[src/rtl/agendador_rodadas.sv]
// agendador_rodadas: round scheduler that sequences range measurements, retries and scores each round.
// Define PAUSA_EN to add the pausar input, which freezes the timers and stalls the measurement request.
module agendador_rodadas #(
    parameter int N_RODADAS = 4,
    parameter int MAX_TENT  = 3,
    parameter int TIMEOUT   = 2_000_000,
    parameter int INTERVALO = 5_000_000
) (
    input  logic                           clock,
    input  logic                           reset_n,
    input  logic                           iniciar,
`ifdef PAUSA_EN
    input  logic                           pausar,
`endif
    input  logic                           cfg_we,
    input  logic [$clog2(N_RODADAS)-1:0]   cfg_addr,
    input  logic [11:0]                    cfg_lower,
    input  logic [11:0]                    cfg_upper,
    input  logic                           pronto,
    input  logic                           acertou,
    output logic                           medir,
    output logic [11:0]                    lowerL,
    output logic [11:0]                    upperL,
    output logic [$clog2(N_RODADAS)-1:0]   rodada,
    output logic [$clog2(N_RODADAS):0]     acertos,
    output logic [$clog2(N_RODADAS):0]     erros,
    output logic                           timeout_flag,
    output logic                           fim,
    output logic [3:0]                     db_estado
);
    localparam int AW = $clog2(N_RODADAS);
    localparam int CW = $clog2((TIMEOUT > INTERVALO ? TIMEOUT : INTERVALO) + 1);
    localparam logic [CW-1:0] ULT_TO = CW'(TIMEOUT - 1);
    localparam logic [CW-1:0] ULT_IV = CW'(INTERVALO - 1);
    localparam logic [AW-1:0] ULT_RD = AW'(N_RODADAS - 1);
    localparam logic [2:0]    ULT_TN = 3'(MAX_TENT - 1);

    typedef enum logic [3:0] {
        OCIOSO      = 4'd0,
        PREPARA     = 4'd1,
        DISPARA     = 4'd2,
        ESPERA      = 4'd3,
        ACERTO      = 4'd4,
        FALHA       = 4'd5,
        INTERVALO_T = 4'd6,
        PROXIMA     = 4'd7,
        FIM         = 4'd8
    } estado_t;

    estado_t       estado;
    logic [CW-1:0] cnt;
    logic [2:0]    tent;
    logic [11:0]   mem_lower [N_RODADAS];
    logic [11:0]   mem_upper [N_RODADAS];
    logic          pausa;

`ifdef PAUSA_EN
    assign pausa = pausar;
`else
    assign pausa = 1'b0;
`endif
    assign fim       = (estado == FIM);
    assign db_estado = estado;

    // cnt is shared: timeout window in ESPERA, inter-attempt/inter-round gap elsewhere
    always_ff @(posedge clock or negedge reset_n) begin
        if (!reset_n) begin
            estado       <= OCIOSO;
            cnt          <= '0;
            tent         <= '0;
            medir        <= 1'b0;
            timeout_flag <= 1'b0;
            lowerL       <= '0;
            upperL       <= '0;
            rodada       <= '0;
            acertos      <= '0;
            erros        <= '0;
            for (int i = 0; i < N_RODADAS; i++) begin
                mem_lower[i] <= '0;
                mem_upper[i] <= '0;
            end
        end else begin
            medir        <= 1'b0;
            timeout_flag <= 1'b0;
            if (cfg_we && (estado == OCIOSO || estado == FIM)) begin
                mem_lower[cfg_addr] <= cfg_lower;
                mem_upper[cfg_addr] <= cfg_upper;
            end
            case (estado)
                OCIOSO: begin
                    rodada  <= '0;
                    acertos <= '0;
                    erros   <= '0;
                    tent    <= '0;
                    if (iniciar) estado <= PREPARA;
                end
                PREPARA: begin
                    lowerL <= mem_lower[rodada];
                    upperL <= mem_upper[rodada];
                    estado <= DISPARA;
                end
                DISPARA: if (!pausa) begin
                    medir  <= 1'b1;
                    cnt    <= '0;
                    estado <= ESPERA;
                end
                ESPERA: begin
                    // a pronto landing on the last timeout cycle takes priority
                    if (pronto) estado <= acertou ? ACERTO : FALHA;
                    else if (!pausa) begin
                        if (cnt == ULT_TO) begin
                            timeout_flag <= 1'b1;
                            estado       <= FALHA;
                        end else cnt <= cnt + CW'(1);
                    end
                end
                ACERTO: begin
                    acertos <= acertos + (AW+1)'(1);
                    cnt     <= '0;
                    estado  <= PROXIMA;
                end
                FALHA: begin
                    cnt <= '0;
                    if (tent == ULT_TN) begin
                        erros  <= erros + (AW+1)'(1);
                        estado <= PROXIMA;
                    end else begin
                        tent   <= tent + 3'd1;
                        estado <= INTERVALO_T;
                    end
                end
                INTERVALO_T: if (!pausa) begin
                    if (cnt == ULT_IV) estado <= DISPARA;
                    else cnt <= cnt + CW'(1);
                end
                PROXIMA: begin
                    tent <= '0;
                    if (rodada == ULT_RD) estado <= FIM;
                    else if (!pausa) begin
                        if (cnt == ULT_IV) begin
                            rodada <= rodada + AW'(1);
                            estado <= PREPARA;
                        end else cnt <= cnt + CW'(1);
                    end
                end
                FIM: if (iniciar) estado <= OCIOSO;
                default: estado <= OCIOSO;
            endcase
        end
    end
endmodule
[config.mk]
export PLATFORM = sky130hd
export DESIGN_NAME = agendador_rodadas
export DESIGN_NICKNAME = d
export VERILOG_FILES = /design/src/rtl/agendador_rodadas.sv
export SDC_FILE = /design/constraint.sdc
export NUM_CORES = 1
export LEC_CHECK = 0
export ABC_CLOCK_PERIOD_IN_PS = 4000
export CORE_ASPECT_RATIO = 0.6
export CORE_MARGIN = 5
export CORE_UTILIZATION = 50
export DETAILED_ROUTE_END_ITERATION = 8
export GPL_ROUTABILITY_DRIVEN = 0
export GPL_TIMING_DRIVEN = 0
export PLACE_DENSITY = 0.8
export SYNTH_ARGS = -nofsm -noshare
export SYNTH_HDL_FRONTEND = slang
export SYNTH_SLANG_ARGS = --single-unit
[constraint.sdc]
create_clock -name clock -period 4 [get_ports clock]
set_input_delay 0.8 -clock clock [delete_from_list [all_inputs] [get_ports clock]]
set_output_delay 0.8 -clock clock [all_outputs]
set_load 0.02 [all_outputs]
# Word-level counts from Yosys, hierarchy flattened
# Index checks and enable logic that the tools add are counted.
# op_classes
n_addsub	5
n_lt_le_gt_ge	3
n_eq_ne	23
muxes	37
n_bitwise	2
n_reduce_logical	16
# ops
operator	count
bitwise mux 48 bit	2
2-to-1 mux 23 bit	4
one-hot mux 23 bit (4 select lines)	1
2-to-1 mux 12 bit	5
binary-select mux 12 bit (select 2 bit)	2
one-hot mux 4 bit (9 select lines)	1
2-to-1 mux 4 bit	7
demux 12 bit (select 2 bit)	1
adder 23 x 1 -> 23 bit, second input constant	1
equality test 23 x 21 -> 1 bit, second input constant	1
equality test 23 bit, second input constant	1
!= test 2 bit, second input constant	9
one-hot mux 3 bit (2 select lines)	3
equality test 4 x 3 -> 1 bit, second input constant	4
adder 3 x 1 -> 3 bit, second input constant	3
equality test 4 x 2 -> 1 bit, second input constant	2
nonzero test 2 bit	4
greater-or-equal comparator 3 bit, second input constant	2
2-to-1 mux 1 bit	6
2-to-1 mux 3 bit	2
!= test 3 bit, second input constant	2
NOT 2 -> 3 bit	2
AND reduction 5 bit	1
equality test 4 x 1 -> 1 bit, second input constant	1
other kinds (16)	19
# word_totals
reg_bits	160
input_bits	32
output_inout_bits	39
word_cells	104

# Longest topological paths before layout
# Gate-level depths: netlist (run 1).
# depth
ltp_word	6
mapped_depth	8
mapped_depth_nobuf	7

# Worst setup path after synthesis (run 1)
# Ideal clock, no wire load.
# synth_path
path_kind	register to register
from	register rodada[0]
to	register lowerL[10]
t_arrival_ns	2.086
slack_ns	1.789
stages_incl_launch_ff	5
path_buffers	2
period_less_slack_ns	2.211
cell_sequence	dfrtp_1 > buf_2 > buf_1 > mux4_2 > mux2_2
# synth_via
elab_chain_len	4
# synth_rtl
element	line_no	source
start: declaration	24	output logic [$clog2(N_RODADAS)-1:0] rodada,
start signal: assignment	141	rodada <= rodada + AW'(1);
NOT 2 -> 3 bit (implied by the code)	98	lowerL <= mem_lower[rodada];
binary-select mux 12 bit (select 2 bit)	98	
2-to-1 mux 12 bit (implied by the code) (2 in series)	98	
end signal: assignment	98	
end: declaration	22	output logic [11:0] lowerL,
# Every way passes these cells. The select of a mux whose other input is x is not followed.
# A chain may end at the register's enable or synchronous reset.

# Final worst setup path (run 1)
# layout_path
from	register estado[2], in the netlist db_estado[2]
to	output port fim
# layout_via
elab_chain_len	1
# layout_rtl
element	line_no	source
start: declaration	50	estado_t estado;
start signal: assignment	109	if (pronto) estado <= acertou ? ACERTO : FALHA;
equality test 4 bit	62	assign fim = (estado == FIM);
end: declaration	28	output logic fim,
# Every way passes these cells.

==> impl_results.md, run 1 <==
- Outcome: finished, final reports clean
- DR iter-0 viols: roughly 360
- Crit Path Class: flip-flop to output pin
- CTS sink count: 160
- Min Tclk post-route: 3110 ps
- CP arrival: ~2300 ps
- Post-DRT Antenna Nets: 0
- Pre-CTS setup slack: about 1200 ps
- Fillers: 1069
- Actual slew at the worst max-slew pin: around 970 ps
- Register bit count reported by yosys: 160
- PnR Total Power: approximately 6 mW
- Layout Utilization: ~61%
- Residual DRC: 0
- Crit start category: flip-flop
- Vias post-DR: 4962
- Ys async rst share: 100%
- Pwr/cell area: 678 mW/mm^2
- Max Freq: between 300 and 400 MHz
- Initial antenna violation count: 1
- R2R Setup Slk: between 1000 and 1500 ps
- Area grow syn2layout: 20.9%
- Post CTS Setup Buffer Count: 0
- Initial core utilization: about half
- Relative slew slack: 35.4%
- Max Slew Vio Count: 0
- Die ar.: roughly 0.017 sq mm
- Final setup TNS: 0 ps
- Clk Latency, worst-skew pair: approximately 420 ps
- Die width: around 170 microns
- Synth warnings: 0
- Total wire length: 16800 microns
- Avg Synthesized Cell Area: around 13 sq um
- # setup viols final: 0
- Mapped Area: between 0.007 and 0.008 sq mm
- Netlist cell types: ~60
- Global Route Usage Sum: just over 20%
- Number of max-cap violations: 0
- Final setup margin: ~890 ps
- Worst setup EP type: output pin
- Final instance area: roughly 0.0089 sq mm
- Final nets: ~670
- Placed cells: about 810
- Port Buffers: 70
- Hold-fix buffers, CTS: 0
- Final Skew: 16.4 ps
- Max H-tree Level: 4
- Drt first pass iters: 5
- Antenna diode count: 0
- Vias in the first global route: 5367
- Placed Area: between 0.008 and 0.009 sq mm
- Clk slew on worst S/H paths: around 70 ps
- EDFF count, synth: 0
- Clock Tree Buf Depth: 2
- First-pass GRT wire length: approximately 28000 microns
- Static leakage: about 4 nW
- DP HPWL: between 10000 and 15000 microns
- Layout cells sized above 1: about 29%
- Avg WL per Cell: 19.9 microns
- Worst min-delay path category: primary input to async pin
- WHS: roughly 430 ps
- Syn Inst Count: 544
- Rows: 34
- CTS tree: yes
- Vias per cell: between 5 and 6
- Core box area: between 0.01 and 0.015 sq mm
- Max FO, Critical Path: 8
- Sequential fraction of the synthesis area: between 50% and 60%
- Num ports: just over 70
- Syn_nets: 582
- Final Non-Filler Cells: approximately 840
- Final hold viol count: 0
- Peak supply drop: roughly 0.33 mV
- Final critical-path share of the clock period: 77.8%
- Gr ovfl total: 0
- Worst EP required: about 3200 ps
- Inserted Clock Buffers: 17
- Top_reg_cell synth: dfrtp_1
- RSZ-0062 raised after global routing: false
- Root buffer cell: clkbuf_16
- Largest net degree at the start of global routing: 87
- Die Y: approximately 100 microns
- Post-CTS sizing: 0
cell type report:
cell class	count	area [sq um]	area share, %
Sequential cell	160	4000	45.2
Clock inverter	13	129	1.45
Timing Repair Buffer	71	729	8.23
Clock buffer	18	429	4.84
Buffer	29	143	1.61
Tap cell	198	248	2.79
Multi-Input combinational cell	342	3140	35.4
Inverter	13	48.8	0.550
cell usage in the layout (no fill, tap or decap), types with 4 or more instances in the layout:
cell type and instances:
buf_2 8, nand4_1 7, nor4_1 4, nor2_1 16, clkbuf_1 11, mux4_2 24
clkdlybuf4s50_1 69, clkbuf_16 17, mux2_2 111, o31ai_1 6, inv_1 13, a21oi_1 10
inv_6 5, and3_1 5, nand3_1 24, and4_1 4, ha_1 6, mux2_1 10
o311ai_1 4, nand2_1 31, nor3_1 4, buf_1 6, o21ai_0 20, clkinvlp_4 5
or3_1 6, dfrtp_1 160
worst paths after layout:
path	from	to	cells after the start
hold reg to reg	mem_lower[39]	mem_lower[39]	1
hold / removal	reset_n	mem_lower[9]	1
max in group asynchronous	reset_n	upperL[10]	2
min in group clock	mem_lower[39]	mem_lower[39]	1
setup reg to reg	db_estado[2]	mem_lower[38]	6
setup / recovery	db_estado[2]	fim	5
sequential cells by signal, indices dropped and copies added, names as in the netlist:
| register | cells |
|---|---|
| erros | 3 |
| mem_upper | 48 |
| upperL | 12 |
| cnt | 23 |
| acertos | 3 |
| rodada | 2 |
| lowerL | 12 |
| tent | 3 |
| mem_lower | 48 |
| medir | 1 |
| db_estado | 4 |
| timeout_flag | 1 |
worst max-delay path, stage by stage, from the launching register on:
cell and delay [ps]:
dfrtp_1 380, buf_2 160, nor3_1 530, nand2_1 160, inv_1 80, clkdlybuf4s50_1 600
cell families (layout without fill, tap and decap cells):
group                    Yosys count  after routing  share of synthesized area (%)
buffers and inverters             42            144                           2.61
adder cells (fa/ha/maj)            6              6                           1.02
AND/OR/NAND/NOR                  122            122                           9.34
XOR/XNOR                           4              4                          0.478
flip-flops                       160            160                           54.6
multiplexers                     146            146                           26.1
AO/OA/AOI/OAI                     64             64                           5.84
power breakdown:
part / switching (mW) / total [mW] / internal, mW
registers: 0.317 / 2.53 / 2.21
clock network: 0.674 / 1.54 / 0.865
logic: 0.920 / 1.94 / 1.03
cell usage after synthesis, drive strengths merged (4+ instances only):
| cell type | n | area (sq um) |
|---|---|---|
| nor4 | 5 | 37.5 |
| mux4 | 24 | 541 |
| nor2 | 16 | 60.1 |
| or3 | 7 | 48.8 |
| nor3 | 5 | 30.0 |
| ha | 6 | 75.1 |
| mux2 | 121 | 1360 |
| buf | 18 | 100 |
| clkbuf | 11 | 42.5 |
| nand3 | 25 | 130 |
| o311ai | 7 | 61.3 |
| nand2 | 31 | 116 |
| and4 | 4 | 35.0 |
| a21oi | 10 | 50.1 |
| inv | 13 | 48.8 |
| and3 | 5 | 31.3 |
| nand4 | 7 | 43.8 |
| o21ai | 22 | 110 |
| o31ai | 6 | 45.0 |
| dfrtp | 160 | 4000 |
per-layer routing:
layer / wire (microns) / track usage (%) / vias up
met2: 7970 / 31.5 / 167
met3: 937 / 4.91 / 27
met1: 7610 / 28.5 / 2560
met4: 241 / 5.95 / 2
li1: - / - / 2206
met5: 7 / 0 / -
No activity file was read; power rests on OpenSTA's default activity.
==> run 2, diff against run 1 <==
--- a/config.mk
+++ b/config.mk
@@ -5,7 +5,7 @@
 export SDC_FILE = /design/constraint.sdc
 export NUM_CORES = 1
 export LEC_CHECK = 0
-export ABC_CLOCK_PERIOD_IN_PS = 4000
+export ABC_CLOCK_PERIOD_IN_PS = 3100
 export CORE_ASPECT_RATIO = 0.6
 export CORE_MARGIN = 5
 export CORE_UTILIZATION = 50
==> constraint.sdc (replaced) <==
create_clock -name clock -period 3.1 [get_ports clock]
set_input_delay 0.62 -clock clock [delete_from_list [all_inputs] [get_ports clock]]
set_output_delay 0.62 -clock clock [all_outputs]
set_load 0.02 [all_outputs]
==> results of run 2 <==
Same layout as run 1 (identical final DEF). Status: finished, final reports clean.
Main changes from that run: setup slack after placement 1150 ps -> 416 ps; setup slack after layout 889 ps -> 169 ps; hold slack 430 ps -> 250 ps; register-to-register setup slack 1310 ps -> 410 ps; total power 6.01 mW -> 7.76 mW; worst IR drop on VDD 0.330 mV -> 0.425 mV
